--- config.mk ---
export PLATFORM = sky130hd
export DESIGN_NAME = term_rx_dispatch
export DESIGN_NICKNAME = d
export VERILOG_FILES = /design/src/rtl/term_rx_dispatch.sv
export SDC_FILE = /design/constraint.sdc
export NUM_CORES = 1
export LEC_CHECK = 0
export CAP_MARGIN = 20
export CORE_UTILIZATION = 60
export DETAILED_ROUTE_END_ITERATION = 8
export DONT_BUFFER_PORTS = 1
export PLACE_DENSITY = 0.82
export SETUP_SLACK_MARGIN = 0.02
export SLEW_MARGIN = 20
export SYNTH_ARGS = -nofsm -noshare
export SYNTH_HDL_FRONTEND = slang
export SYNTH_SLANG_ARGS = --single-unit
--- constraint.sdc ---
create_clock -name i_clk -period 4.64 [get_ports i_clk]
set_input_delay 0.464 -clock i_clk [delete_from_list [all_inputs] [get_ports i_clk]]
set_output_delay 0.464 -clock i_clk [all_outputs]
set_load 0.02 [all_outputs]
--- src/rtl/term_rx_dispatch.sv ---
// rtl/term_rx_dispatch.sv - UART byte FIFO and paced putchar/clear-home dispatcher
//
// Buffers bytes from the UART receiver stream in a small FIFO and hands them to
// the character engine one at a time. Form-feed (0x0C) becomes a clear-home
// pulse. NUL and DEL are dropped. Every other byte becomes a putchar pulse.
// The engine has no busy flag, so each pulse is followed by a fixed idle gap.
//
// Optional feature macro: TERM_ESC_CLEAR_EN
//   When defined, the sequence ESC [ 2 J is also decoded into a clear-home.
//
// Ports:
//   i_clk          system clock
//   i_rst_n        asynchronous active-low reset
//   s_axis_tdata   received byte
//   s_axis_tvalid  received byte valid
//   s_axis_tready  FIFO can accept (low while in reset)
//   o_putchar      one-cycle pulse: draw o_char
//   o_clearhome    one-cycle pulse: clear screen, cursor home
//   o_char         character for o_putchar, held until the next dispatch
//   o_busy         FIFO non-empty or dispatcher not idle
//   o_level        FIFO occupancy
module term_rx_dispatch #(
    parameter int          DEPTH_LOG2  = 4,
    parameter logic [23:0] PUTCHAR_GAP = 24'd2000,
    parameter logic [23:0] CLEAR_GAP   = 24'd600000
) (
    input  logic                  i_clk,
    input  logic                  i_rst_n,
    input  logic [7:0]            s_axis_tdata,
    input  logic                  s_axis_tvalid,
    output logic                  s_axis_tready,
    output logic                  o_putchar,
    output logic                  o_clearhome,
    output logic [7:0]            o_char,
    output logic                  o_busy,
    output logic [DEPTH_LOG2:0]   o_level
);

    localparam int                DEPTH      = 2 ** DEPTH_LOG2;
    localparam logic [DEPTH_LOG2:0] LEVEL_FULL = (DEPTH_LOG2 + 1)'(DEPTH);

    typedef enum logic [1:0] {
        S_IDLE  = 2'd0,
        S_ISSUE = 2'd1,
        S_WAIT  = 2'd2
    } state_t;

    typedef enum logic [1:0] {
        K_DROP  = 2'd0,
        K_PUT   = 2'd1,
        K_CLEAR = 2'd2
    } kind_t;

    function automatic kind_t f_classify(input logic [7:0] b);
        if (b == 8'h00 || b == 8'h7F) begin
            return K_DROP;
        end else if (b == 8'h0C) begin
            return K_CLEAR;
        end else begin
            return K_PUT;
        end
    endfunction

    // ---------------- FIFO ----------------
    logic [7:0]            r_mem [DEPTH];
    logic [DEPTH_LOG2-1:0] r_wr_ptr;
    logic [DEPTH_LOG2-1:0] r_rd_ptr;
    logic [DEPTH_LOG2:0]   r_level;
    logic                  r_rdy_en;   // holds tready low until the first edge after reset
    logic                  w_push;
    logic                  w_pop;
    logic                  w_empty;
    logic                  w_full;
    logic [7:0]            w_head;

    assign w_empty       = (r_level == '0);
    assign w_full        = (r_level == LEVEL_FULL);
    assign s_axis_tready = r_rdy_en && !w_full;
    assign w_push        = s_axis_tvalid && s_axis_tready;
    assign w_head        = r_mem[r_rd_ptr];

    always_ff @(posedge i_clk) begin
        if (w_push) begin
            r_mem[r_wr_ptr] <= s_axis_tdata;
        end
    end

    always_ff @(posedge i_clk or negedge i_rst_n) begin
        if (!i_rst_n) begin
            r_wr_ptr <= '0;
            r_rd_ptr <= '0;
            r_level  <= '0;
            r_rdy_en <= 1'b0;
        end else begin
            r_rdy_en <= 1'b1;
            if (w_push) begin
                r_wr_ptr <= r_wr_ptr + 1'b1;
            end
            if (w_pop) begin
                r_rd_ptr <= r_rd_ptr + 1'b1;
            end
            case ({w_push, w_pop})
                2'b10:   r_level <= r_level + 1'b1;
                2'b01:   r_level <= r_level - 1'b1;
                default: r_level <= r_level;
            endcase
        end
    end

    // ---------------- Dispatcher ----------------
    state_t      r_state;
    state_t      w_state_nxt;
    logic        r_clear_kind;      // 1: pending dispatch is clear-home, 0: putchar
    logic        w_clear_kind_nxt;
    logic [7:0]  r_char;
    logic [7:0]  w_char_nxt;
    logic [23:0] r_cnt;
    logic [23:0] w_cnt_nxt;
    logic        r_putchar;
    logic        w_putchar_nxt;
    logic        r_clearhome;
    logic        w_clearhome_nxt;
    kind_t       w_kind;

`ifdef TERM_ESC_CLEAR_EN
    // Progress through ESC [ 2 J: number of sequence bytes already consumed.
    localparam logic [1:0] ESC_NONE    = 2'd0;
    localparam logic [1:0] ESC_GOT_ESC = 2'd1;
    localparam logic [1:0] ESC_GOT_BRK = 2'd2;
    localparam logic [1:0] ESC_GOT_2   = 2'd3;
    logic [1:0] r_esc;
    logic [1:0] w_esc_nxt;
`endif

    always_comb begin
        w_state_nxt      = r_state;
        w_clear_kind_nxt = r_clear_kind;
        w_char_nxt       = r_char;
        w_cnt_nxt        = r_cnt;
        w_putchar_nxt    = 1'b0;
        w_clearhome_nxt  = 1'b0;
        w_pop            = 1'b0;
        w_kind           = K_DROP;
`ifdef TERM_ESC_CLEAR_EN
        w_esc_nxt        = r_esc;
`endif
        case (r_state)
            S_IDLE: begin
                if (!w_empty) begin
                    w_pop = 1'b1;
`ifdef TERM_ESC_CLEAR_EN
                    if (r_esc == ESC_GOT_ESC && w_head == 8'h5B) begin
                        w_esc_nxt = ESC_GOT_BRK;
                    end else if (r_esc == ESC_GOT_BRK && w_head == 8'h32) begin
                        w_esc_nxt = ESC_GOT_2;
                    end else if (r_esc == ESC_GOT_2 && w_head == 8'h4A) begin
                        w_esc_nxt = ESC_NONE;
                        w_kind    = K_CLEAR;
                    end else if (w_head == 8'h1B) begin
                        // A fresh ESC (also one that breaks a partial sequence) re-arms.
                        w_esc_nxt = ESC_GOT_ESC;
                    end else begin
                        w_esc_nxt = ESC_NONE;
                        w_kind    = f_classify(w_head);
                    end
`else
                    w_kind = f_classify(w_head);
`endif
                    case (w_kind)
                        K_PUT: begin
                            w_clear_kind_nxt = 1'b0;
                            w_char_nxt       = w_head;
                            w_state_nxt      = S_ISSUE;
                        end
                        K_CLEAR: begin
                            w_clear_kind_nxt = 1'b1;
                            w_state_nxt      = S_ISSUE;
                        end
                        default: begin
                        end
                    endcase
                end
            end
            S_ISSUE: begin
                // Pulses are registered, so they appear in the first WAIT cycle.
                w_putchar_nxt   = !r_clear_kind;
                w_clearhome_nxt = r_clear_kind;
                w_cnt_nxt       = r_clear_kind ? CLEAR_GAP : PUTCHAR_GAP;
                w_state_nxt     = S_WAIT;
            end
            S_WAIT: begin
                if (r_cnt == 24'd0) begin
                    w_state_nxt = S_IDLE;
                end else begin
                    w_cnt_nxt = r_cnt - 24'd1;
                end
            end
            default: begin
                w_state_nxt = S_IDLE;
            end
        endcase
    end

    always_ff @(posedge i_clk or negedge i_rst_n) begin
        if (!i_rst_n) begin
            r_state      <= S_IDLE;
            r_clear_kind <= 1'b0;
            r_char       <= 8'h00;
            r_cnt        <= 24'd0;
            r_putchar    <= 1'b0;
            r_clearhome  <= 1'b0;
`ifdef TERM_ESC_CLEAR_EN
            r_esc        <= ESC_NONE;
`endif
        end else begin
            r_state      <= w_state_nxt;
            r_clear_kind <= w_clear_kind_nxt;
            r_char       <= w_char_nxt;
            r_cnt        <= w_cnt_nxt;
            r_putchar    <= w_putchar_nxt;
            r_clearhome  <= w_clearhome_nxt;
`ifdef TERM_ESC_CLEAR_EN
            r_esc        <= w_esc_nxt;
`endif
        end
    end

    assign o_putchar   = r_putchar;
    assign o_clearhome = r_clearhome;
    assign o_char      = r_char;
    assign o_busy      = !w_empty || (r_state != S_IDLE);
    assign o_level     = r_level;

endmodule

# Yosys cells after proc, flatten, opt, wreduce, memory -nomap -nowiden
# Memory sizes are Yosys's and may differ from the RTL's.
# Index checks and enable logic that the tools add are counted.
# word_totals
mem_bits_rw	128
n_memories	1
regBits	51
# mem_list
name	depth	width	rd	rd_clocked_by_memory_dff	write_ports	line_no	source
r_mem	16	8	1	0	1	65	logic [7:0] r_mem [DEPTH];
# op_classes
reduce_logical	20
n_bitwise	1
n_mux	19
eq_ne	13
n_addsub	5
# ops
op	n
24-bit one-hot mux with 2 select lines	1
24-bit logical NOT	1
24-bit 2-to-1 mux	1
24-bit by 1-bit subtractor with 24-bit output, second input constant	1
20-bit 2-to-1 mux	1
2-bit 2-to-1 mux	7
5-bit one-hot mux with 2 select lines	1
3-bit AND reduction	3
4-bit by 1-bit adder with 4-bit output, second input constant	2
8-bit by 4-bit equality test with 1-bit output, second input constant	1
8-bit by 7-bit equality test with 1-bit output, second input constant	1
8-bit logical NOT	1
2-bit inequality test, second input constant	4
2-bit nonzero test	4
2-bit by 1-bit equality test with 1-bit output, second input constant	3
2-bit equality test, second input constant	3
1-bit 2-to-1 mux	6
2-bit one-hot mux with 3 select lines	1
5-bit by 1-bit adder with 5-bit output, second input constant	1
5-bit equality test, second input constant	1
5-bit logical NOT	1
5-bit by 1-bit subtractor with 5-bit output, second input constant	1
1-bit logical NOT	3
1-bit logical AND	2
other kinds (6)	7

# Longest topological paths before layout
# Gate-level depths: netlist of run 1.
# An unclocked memory read counts as a cell.
# logic_depth
ltp_word	11
mapped_depth	15
mapped_depth_nobuf	12

# Worst setup path after synthesis of run 1
# No wires, ideal clock.
# synth_path
kind	register to register
startpoint	register r_level[1] (netlist: o_level[1])
endpoint	register r_level[4] (netlist: o_level[4])
stages_incl_launch_ff	15
t_arrival_ps	3092
n_path_buf	2
setup_slack_ps	1425
period_less_slack_ps	3215
cell_sequence	dfrtp_1 -> or4_1 -> o21a_1 -> and2_1 -> clkbuf_1 -> inv_1 -> ha_1 -> clkbuf_1 -> xor2_1 -> ha_1 -> nand2b_1 -> a21oi_1 -> xor2_1 -> nor2_1 -> xnor2_1
# synth_via
elab_chain_len	6
elab_cells_between_ends	13
cone_classes	add/sub: 2; eq/ne: 3; mux: 3; reduce/logical: 5
# synth_lines
item	line_no	source
from (decl)	68	logic [DEPTH_LOG2:0] r_level;
from (signal assigned)	103	2'b10: r_level <= r_level + 1'b1;
from (signal assigned)	104	2'b01: r_level <= r_level - 1'b1;
from (signal assigned)	105	default: r_level <= r_level;
5-bit equality test (*)	77	assign w_full = (r_level == LEVEL_FULL);
1-bit logical NOT (*)	78	assign s_axis_tready = r_rdy_en && !w_full;
1-bit logical AND (*)	78	
named net s_axis_tready	31	output logic s_axis_tready,
1-bit logical AND (*)	79	assign w_push = s_axis_tvalid && s_axis_tready;
2-bit by 1-bit equality test with 1-bit output or 2-bit equality test (tied branches)	102	case ({w_push, w_pop})
5-bit one-hot mux with 2 select lines or 2-bit nonzero test (tied branches)	n/a	
# The timed path passes the listed nets; every way through them passes the cells marked *.
# A chain may end at the register's enable or synchronous reset.

# Worst setup path after layout of run 1
# layout_path
startpoint	register r_rd_ptr[1]
endpoint	register r_char[7] (netlist: o_char[7])
# layout_via
elab_chain_len	8
elab_cells_between_ends	11
cone_classes	eq/ne: 3; mux: 4; reduce/logical: 3; memory: 1
# layout_lines
item	line_no	source
from (decl)	67	logic [DEPTH_LOG2-1:0] r_rd_ptr;
from (signal assigned)	100	r_rd_ptr <= r_rd_ptr + 1'b1;
memory read 16 x 8 bit (*)	n/a	
8-bit by 4-bit equality test with 1-bit output, or another cell as far along	57	end else if (b == 8'h0C) begin
2-bit 2-to-1 mux or 1-bit logical OR (tied branches)	57, 55	
2-bit 2-to-1 mux	55	if (b == 8'h00 || b == 8'h7F) begin
2-bit 2-to-1 mux	149	if (!w_empty) begin
2-bit 2-to-1 mux	147	case (r_state)
2-bit by 1-bit equality test with 1-bit output	169	case (w_kind)
3-bit AND reduction (no source line)	n/a	
to (signal assigned)	218	r_char <= w_char_nxt;
to (decl)	115	logic [7:0] r_char;
# Mark *: on every way between the ends. The rest lies on a longest branch, timed or not. The select of a mux whose other input is x is not followed.

==> results.py, run 1 <==
metrics = {
    "layout": {
        "stdcell_area_mm2": 0.00835,
        "syn2layout_area_growth_pct": 10.3,
        "nFillCells": 799,
        "final_cell_mix": "edfxtp_1, dfrtp_1, mux2i_1, nor2_1, nand2_1",
        "drive_above_1_share_pct": 13.8,
        "num-nets-final": 525,
        "regArea_mm2": 0.00512,
        "final_common_cell": "edfxtp_1",
        "final_cell_count_no_fill": 685,
        "multi_input_area_mm2": 0.00228,
        "fin_util_pct": 68.7,
    },
    "setup_path": {
        "timing.rr.start": "r_rd_ptr[1]$_DFFE_PN0P_",
        "crit_type": "reg2reg",
        "cp-startpoint": "r_rd_ptr[1]$_DFFE_PN0P_",
        "cp_max_fo": 12,
        "crit_arrival_ns": 4.01,
        "worstSetupEndpointType": "flip-flop",
        "crit_required_ns": 4.95,
        "startpoint_type": "flip-flop",
    },
    "global_routing": {
        "grt_first_pass_wirelength_mm": 23.2,
        "grt_max_degree": 52,
        "antenna_found_initial": 1,
        "grt_use_total_pct": 25.1,
        "grt_pass1_vias": 4239,
        "overflow": 0,
    },
    "synthesis": {
        "ys_dominant_reg_cell": "edfxtp_1",
        "ys_seq_area_share_pct": 67.6,
        "synth_top_area_share_pct": 50.8,
        "synth_seq_cells": 179,
        "synth_edf_count": 128,
        "netlist_area_mm2": 0.00757,
        "syn_nets": 521,
        "syn_inst": 499,
        "ys_async_sr_fraction_pct": 28.5,
        "synth_warnings": 0,
        "synth_area_leader_cell": "edfxtp_1",
        "ys_top_cells_by_area": "edfxtp_1, dfrtp_1, mux4_2",
        "syn_area_per_cell_um2": 15.2,
        "synth_cell_type_count": 49,
    },
    "worst_hold_path": {
        "min-delay-start": "s_axis_tdata[1]",
        "hold_path_class": "in2reg",
    },
    "sta": {
        "grt_setup_unrepaired": "false",
        "skew_ns": 0.0132,
        "fin_crit_ns": 3.69,
        "tns_ns": 0,
        "min_period_over_period_pct": 79.6,
        "timing.fmax_mhz": 271,
        "hold_violations": 0,
        "finalSetupViolCount": 0,
        "max_slew_margin_pct": 33.6,
        "worstMarginPinSlew_ns": 0.994,
        "finalMaxSlewViolations": 0,
    },
    "clock_tree": {
        "cts_tree": "yes",
        "clk_pin_slew_worst_paths_ns": 0.07,
        "numCtsBuffers": 17,
        "cts_root_buffer": "clkbuf_16",
        "clk_latency_ns": 0.44,
        "clk_path_buf_depth": 2,
        "h-tree-depth": 4,
        "cts_setup_buffers": 0,
        "clkSinkCount": 179,
    },
    "die": {
        "die_h_um": 114,
        "rows": 40,
        "dieWidth_um": 114,
        "io_pins": 28,
        "die-area_mm2": 0.0131,
        "start_util_pct": 62.3,
        "core-area_mm2": 0.0122,
    },
    "power_and_ir_drop": {
        "leakagePower_nw": 2.99,
        "p_per_area_mw_per_mm2": 638,
        "ir_drop_mv": 0.405,
    },
    "place": {
        "place_hpwl_mm": 9.89,
        "post_dp_cell_area_mm2": 0.00772,
        "gp_congestion": 0.902,
        "io_buffer_count": 0,
        "placed_cells": 650,
    },
    "route": {
        "initialDrtViolationCount": 482,
        "vias": 4296,
        "drt-wirelength-per-cell_um": 22.0,
        "via_per_inst": 6.27,
        "routed_wl_mm": 15.1,
        "drcViolationCount": 0,
        "drtAntennaViolNets": 0,
        "first_pass_iters": 7,
    },
    "run": {
        "cap_violations": 0,
    },
    "status": {
        "outcome": "finished clean",
    },
}
-- state kept, by name, summed over array words and instances, names as in the netlist --
name / count
o_char: 8
r_clear_kind: 1
r_rdy_en: 1
o_clearhome: 1
r_mem: 128
r_state: 2
r_rd_ptr: 4
o_level: 5
o_putchar: 1
r_cnt: 24
r_wr_ptr: 4
-- layout make-up --
cell class	count	share of cell area, %
Tap cell	168	2.52
Timing Repair Buffer	9	1.08
Clock buffer	17	5.09
Antenna cell	1	0.0300
Sequential cell	179	61.3
Multi-Input combinational cell	283	27.3
Clock inverter	15	2.04
Inverter	13	0.584
-- cell families after synthesis --
logic type / synth area share, %
AO/OA/AOI/OAI: 6.88
buffers and inverters: 2.28
multiplexers: 11.7
XOR/XNOR: 2.08
adder cells (fa/ha/maj): 1.82
other: 0.0495
AND/OR/NAND/NOR: 7.60
flip-flops: 67.6
-- synthesized netlist by cell type, drive strengths merged (11+ instances only) --
cell    count
edfxtp    128
mux4       20
nand3      18
nand2      27
a221oi     13
nor2       29
dfrtp      51
mux2i      32
ha         11
clkbuf     15
inv        13
o21ai      20
-- per-layer routing --
| metal | track usage (%) | routed length, µm | vias to the layer above |
|---|---|---|---|
| li1 | - | - | 1946 |
| met1 | 32.6 | 6130 | 2158 |
| met2 | 40.6 | 7570 | 171 |
| met3 | 6.93 | 1160 | 21 |
| met4 | 9.26 | 239 | 0 |
| met5 | 0 | 0 | - |
-- stage by stage --
step	power [mW]	hold WS (ns)	setup WS [ns]
3_5_place_dp	3.90	0.170	0.997
3_3_place_gp	3.82	0.170	1.11
2_1_floorplan	3.51	0.168	1.43
4_1_cts	5.33	0.104	0.962
6_report	5.33	0.116	0.948
5_1_grt	5.57	0.102	0.672
-- worst paths after layout --
kind / to / slack, ns / depth (start not counted)
setup / recovery: o_char[7]$_DFFE_PN0P_ / 0.95 / 7
hold / removal: r_mem[8][1]$_DFFE_PP_ / 0.12 / 0
setup reg to reg: o_char[7]$_DFFE_PN0P_ / 0.95 / 7
hold reg to reg: o_putchar$_DFF_PN0_ / 0.47 / 1
max in group asynchronous: r_rd_ptr[0]$_DFFE_PN0P_ / 3.84 / 2
min in group asynchronous: o_char[6]$_DFFE_PN0P_ / 0.58 / 2
-- worst max-delay path, cell delays in order, from the launching register on --
cell and delay (ns):
dfrtp_1 0.69, nor2b_1 0.86, a221oi_1 0.32, a22oi_1 0.30
nand2_1 0.13, or4_4 0.55, o211ai_4 0.34, mux2_2 0.38
-- where the power goes --
| group | leakage, nW | total [mW] | switching (mW) | internal, mW |
|---|---|---|---|---|
| Clock | 0.288 | 1.41 | 0.650 | 0.764 |
| Combinational | 0.936 | 1.61 | 0.909 | 0.706 |
| Sequential | 1.77 | 2.30 | 0.372 | 1.93 |
| Total | 2.99 | 5.33 | 1.93 | 3.40 |
-- timing repair --
| item | in CTS | in global routing |
|---|---|---|
| hold buffers | 2 | 0 |
| hold endpoints to repair | 51 | 0 |
| resized for setup | 0 | 0 |
Power figures use the tool's default switching activity.
==> run 2, diff against run 1 <==
==> constraint.sdc (replaced) <==
create_clock -name i_clk -period 3.8 [get_ports i_clk]
set_input_delay 0.38 -clock i_clk [delete_from_list [all_inputs] [get_ports i_clk]]
set_output_delay 0.38 -clock i_clk [all_outputs]
set_load 0.02 [all_outputs]
==> results.py, run 2 (synthesized netlist as in run 1, its figures left out) <==
metrics = {
    "global_routing": {
        "grt_first_pass_wirelength_mm": 24.6,
        "grt_max_degree": 52,
        "grt_pass1_vias": 4374,
        "overflow": 0,
        "grt_use_total_pct": 26.1,
        "antenna_found_initial": 0,
    },
    "die": {
        "io_pins": 28,
        "dieWidth_um": 114,
        "die-area_mm2": 0.0131,
        "rows": 40,
        "start_util_pct": 62.3,
        "die_h_um": 114,
        "core-area_mm2": 0.0122,
    },
    "route": {
        "vias": 4386,
        "first_pass_iters": 4,
        "initialDrtViolationCount": 563,
        "routed_wl_mm": 15.4,
        "drcViolationCount": 0,
        "via_per_inst": 6.39,
        "drtAntennaViolNets": 0,
        "drt-wirelength-per-cell_um": 22.5,
    },
    "clock_tree": {
        "cts_tree": "yes",
        "clk_pin_slew_worst_paths_ns": 0.07,
        "clk_latency_ns": 0.43,
        "clk_path_buf_depth": 2,
        "cts_resized": 0,
        "h-tree-depth": 4,
        "numCtsBuffers": 17,
        "clkSinkCount": 179,
        "cts_root_buffer": "clkbuf_16",
    },
    "worst_hold_path": {
        "hold_path_class": "in2reg",
        "min-delay-start": "s_axis_tdata[4]",
    },
    "setup_path": {
        "crit_type": "reg2reg",
        "timing.rr.start": "r_rd_ptr[1]$_DFFE_PN0P_",
        "crit_required_ns": 4.12,
        "crit_arrival_ns": 3.61,
        "cp-startpoint": "r_rd_ptr[1]$_DFFE_PN0P_",
        "startpoint_type": "flip-flop",
        "worstSetupEndpointType": "flip-flop",
        "cp_max_fo": 13,
    },
    "layout": {
        "drive_above_1_share_pct": 13.9,
        "num-nets-final": 527,
        "nFillCells": 785,
        "syn2layout_area_growth_pct": 10.3,
        "final_common_cell": "edfxtp_1",
        "antennaDiodeCount": 0,
        "final_cell_mix": "edfxtp_1, dfrtp_1, mux2i_1, nor2_1, nand2_1",
        "regMostFlops": "r_mem",
        "largest_reg_flops": 128,
    },
    "sta": {
        "timing.fmax_mhz": 303,
        "skew_ns": 0.0108,
        "hold_violations": 0,
        "min_period_over_period_pct": 86.7,
        "tns_ns": 0,
        "hold_slack_ns": 0.0368,
        "max_slew_margin_pct": 40.8,
        "finalMaxSlewViolations": 0,
        "finalSetupViolCount": 0,
        "fin_crit_ns": 3.30,
        "worstMarginPinSlew_ns": 0.884,
        "grt_setup_unrepaired": "false",
    },
    "place": {
        "place_hpwl_mm": 9.48,
        "io_buffer_count": 0,
        "gp_congestion": 0.869,
    },
    "run": {
        "cap_violations": 0,
    },
    "status": {
        "outcome": "finished clean",
    },
    "power_and_ir_drop": {
        "ir_drop_mv": 0.474,
        "leakagePower_nw": 2.99,
        "p_per_area_mw_per_mm2": 780,
    },
}
[run 2: worst paths after layout]
kind	depth (start not counted)	slack, ns	to
worst max-delay path	8	0.50	o_char[7]$_DFFE_PN0P_
worst min-delay path	0	0.04	r_mem[14][4]$_DFFE_PP_
worst max register to register	8	0.50	o_char[7]$_DFFE_PN0P_
worst min register to register	1	0.48	o_putchar$_DFF_PN0_
max in group asynchronous	2	3.05	r_rd_ptr[0]$_DFFE_PN0P_
min in group asynchronous	2	0.52	r_rd_ptr[1]$_DFFE_PN0P_
[run 2: what timing repair did]
item,CTS,global route
hold buffers,2,0
endpoints found under the hold margin,51,0
buffers inserted,0,0
[run 2: area by class of cell]
| class | instances | area (µm²) | area share [%] |
|---|---|---|---|
| sequential | 179 | 5120 | 61.3 |
| tap | 168 | 210 | 2.52 |
| inverter | 13 | 48.8 | 0.585 |
| multi-input combinational | 283 | 2280 | 27.3 |
| timing repair buffer | 11 | 118 | 1.41 |
| clock buffer | 17 | 425 | 5.10 |
| clock inverter | 15 | 146 | 1.75 |
[run 2: metal layers]
metal / vias to the layer above / part of all wire (%) / global-route usage [%] / wire length (µm)
met5: - / 0 / 0 / 0
met4: 0 / 1.6 / 9.26 / 243
met3: 25 / 6.6 / 6.93 / 1020
met2: 170 / 49 / 41.1 / 7580
met1: 2245 / 43 / 35.4 / 6570
li1: 1946 / - / - / -
[run 2: where the power goes]
part	switching, mW	internal (mW)	total, mW
Combinational	1.17	0.888	2.06
Clock	0.779	0.920	1.70
Sequential	0.393	2.36	2.75
Total	2.34	4.17	6.51
[run 2: metrics by stage]
step / cell area, µm² / util, % / worst slack [ns] / power, mW / std cells
2_1_floorplan: 7570 / - / 0.585 / 4.29 / 499
3_3_place_gp: 7740 / 63.6 / 0.661 / 4.67 / 652
3_5_place_dp: 7740 / 63.6 / 0.548 / 4.78 / 652
4_1_cts: 8350 / 68.6 / 0.520 / 6.50 / 686
5_1_grt: 8350 / 68.6 / 0.314 / 6.81 / 686
6_report: 8350 / 68.6 / 0.504 / 6.51 / 686
[run 2: critical path, stage by stage (launching register included)]
cell and delay, ns:
dfrtp_1 0.75, buf_4 0.33, mux4_2 0.33, mux2i_1 0.20, mux2i_1 0.18, nand4b_1 0.21, or4_4 0.45, o211ai_4 0.34
mux2_2 0.38
==> run 3, diff against run 2 <==
--- a/config.mk
+++ b/config.mk
@@ -7,11 +7,12 @@
 export LEC_CHECK = 0
 export CAP_MARGIN = 20
 export CORE_UTILIZATION = 60
+export CTS_CLUSTER_DIAMETER = 40
 export DETAILED_ROUTE_END_ITERATION = 8
 export DONT_BUFFER_PORTS = 1
 export PLACE_DENSITY = 0.82
 export SETUP_SLACK_MARGIN = 0.02
-export SLEW_MARGIN = 20
+export SLEW_MARGIN = 30
 export SYNTH_ARGS = -nofsm -noshare
 export SYNTH_HDL_FRONTEND = slang
 export SYNTH_SLANG_ARGS = --single-unit
==> constraint.sdc (replaced) <==
create_clock -name i_clk -period 3.8 [get_ports i_clk]
set_input_delay 0.38 -clock i_clk [delete_from_list [all_inputs] [get_ports i_clk]]
set_output_delay 0.38 -clock i_clk [all_outputs]
set_load 0.005 [all_outputs]
==> results.py, run 3 (synthesized netlist as in run 1, its figures left out) <==
metrics = {
    "status": {
        "outcome": "finished clean",
    },
    "die": {
        "core-area_mm2": 0.0122,
        "die-area_mm2": 0.0131,
        "dieWidth_um": 114,
        "die_h_um": 114,
        "rows": 40,
        "io_pins": 28,
        "start_util_pct": 62.3,
    },
    "setup_path": {
        "cp_max_fo": 9,
        "worstSetupEndpointType": "flip-flop",
        "crit_type": "reg2reg",
        "crit_arrival_ns": 3.49,
        "crit_required_ns": 4.12,
        "startpoint_type": "flip-flop",
    },
    "clock_tree": {
        "clk_pin_slew_worst_paths_ns": 0.07,
        "clk_path_buf_depth": 2,
        "numCtsBuffers": 17,
        "cts_root_buffer": "clkbuf_16",
        "clkSinkCount": 179,
        "cts_resized": 0,
        "cts_tree": "yes",
        "h-tree-depth": 4,
        "clk_latency_ns": 0.43,
    },
    "worst_hold_path": {
        "hold_path_class": "in2reg",
    },
    "place": {
        "io_buffer_count": 0,
        "post_dp_cell_area_mm2": 0.00775,
        "placed_cells": 654,
        "gp_congestion": 0.866,
        "place_hpwl_mm": 10.2,
    },
    "route": {
        "via_per_inst": 6.43,
        "drtAntennaViolNets": 0,
        "drt-wirelength-per-cell_um": 23.1,
        "initialDrtViolationCount": 561,
        "first_pass_iters": 5,
        "drcViolationCount": 0,
        "vias": 4417,
        "routed_wl_mm": 15.9,
    },
    "global_routing": {
        "overflow": 0,
        "grt_first_pass_wirelength_mm": 24.5,
        "grt_max_degree": 52,
        "antenna_found_initial": 0,
        "grt_pass1_vias": 4334,
        "grt_use_total_pct": 26.6,
    },
    "sta": {
        "min_period_over_period_pct": 83.4,
        "timing.fmax_mhz": 316,
        "finalMaxSlewViolations": 0,
        "finalSetupViolCount": 0,
        "grt_setup_unrepaired": "false",
        "max_slew_margin_pct": 36.2,
        "worstMarginPinSlew_ns": 0.954,
        "fin_crit_ns": 3.17,
        "skew_ns": 0.00661,
        "tns_ns": 0,
        "hold_violations": 0,
    },
    "layout": {
        "regMostFlops": "r_mem",
        "final_common_cell": "edfxtp_1",
        "final_cell_count_no_fill": 687,
        "final_cell_mix": "edfxtp_1, dfrtp_1, mux2i_1, nor2_1, nand2_1",
        "antennaDiodeCount": 0,
        "syn2layout_area_growth_pct": 10.9,
        "drive_above_1_share_pct": 14.1,
        "num-nets-final": 529,
        "stdcell_area_mm2": 0.00839,
        "largest_reg_flops": 128,
    },
    "power_and_ir_drop": {
        "switching_share_pct": 34.0,
        "ir_drop_mv": 0.448,
        "p_seq_share_pct": 41.0,
        "internal_power_mw": 4.30,
        "p_sw_mw": 2.21,
        "p_per_area_mw_per_mm2": 776,
        "clkPwrFrac_pct": 27.4,
        "power_frac_comb_pct": 31.5,
        "leakagePower_nw": 3.02,
    },
    "run": {
        "cap_violations": 0,
    },
}
## run 3: changes by cell type in the layout (fill, tap and decap cells not counted), sizes merged
cell and change:
buf +2, clkinvlp -3, clkbuf +1, inv -1, bufinv +2
## run 3: power by group through the flow
stage / clock network, mW / registers [mW] / logic (mW)
after floorplan: 0 / 2.52 / 1.68
after global placement: 0 / 2.68 / 1.92
after detailed placement: 0 / 2.70 / 1.99
after CTS: 1.80 / 2.67 / 2.05
after global routing: 1.88 / 2.71 / 2.22
final: 1.79 / 2.67 / 2.05
## run 3: worst max-delay path, stage by stage, from the launching register on
cell and delay [ns]:
dfrtp_1 0.48, or4_1 0.59, o21a_1 0.22, and2_1 0.27, inv_1 0.13, ha_1 0.36
xor2_1 0.12, ha_1 0.21, nand2b_1 0.14, a21oi_1 0.17, xor2_1 0.17, nor2_1 0.07
xnor2_1 0.13
## run 3: layer usage
| layer | vias to the layer above | wire length [µm] | global-route usage [%] |
|---|---|---|---|
| met2 | 199 | 7750 | 42.3 |
| met4 | 0 | 381 | 10.7 |
| li1 | 1947 | - | - |
| met1 | 2239 | 6470 | 34.5 |
| met3 | 32 | 1290 | 8.26 |
| met5 | - | 0 | 0 |
## run 3: path summary, 6_finish.rpt
| kind | from | end | slack (ns) | depth (start not counted) |
|---|---|---|---|---|
| worst max register to register | o_level[1]$_DFFE_PN0P_ | o_level[4]$_DFFE_PN0P_ | 0.63 | 12 |
| max in group asynchronous | i_rst_n | r_rd_ptr[0]$_DFFE_PN0P_ | 3.08 | 2 |
| min in group asynchronous | i_rst_n | r_cnt[12]$_DFFE_PN0P_ | 0.48 | 2 |
| worst max-delay path | o_level[1]$_DFFE_PN0P_ | o_level[4]$_DFFE_PN0P_ | 0.63 | 12 |
| worst min-delay path | s_axis_tdata[6] | r_mem[12][6]$_DFFE_PP_ | 0.04 | 0 |
| worst min register to register | r_clear_kind$_DFFE_PN0P_ | o_putchar$_DFF_PN0_ | 0.48 | 1 |
## run 3: layout make-up
cell class | instances | area, µm²
fill | 813 | 3770
timing repair buffer | 13 | 133
tap | 168 | 210
clock buffer | 18 | 429
clock inverter | 13 | 173
inverter | 13 | 48.8
multi-input combinational | 283 | 2280
sequential | 179 | 5120
## run 3: stage by stage
| stage | hold slack [ns] | power [mW] | utilization [%] | setup WS (ns) |
|---|---|---|---|---|
| after floorplan | 0.0844 | 4.20 | - | 0.753 |
| after global placement | 0.0859 | 4.60 | 63.8 | 0.713 |
| after detailed placement | 0.0861 | 4.69 | 63.8 | 0.665 |
| after CTS | 0.0310 | 6.52 | 69.0 | 0.605 |
| after global routing | 0.0235 | 6.82 | 69.0 | 0.402 |
| final | 0.0419 | 6.51 | 69.0 | 0.632 |
## run 3: repair_timing
item                       CTS  global route
hold endpoints to repair    51             0
hold buffers                 2             0
setup endpoints to repair    0             0
buffers inserted             0             0
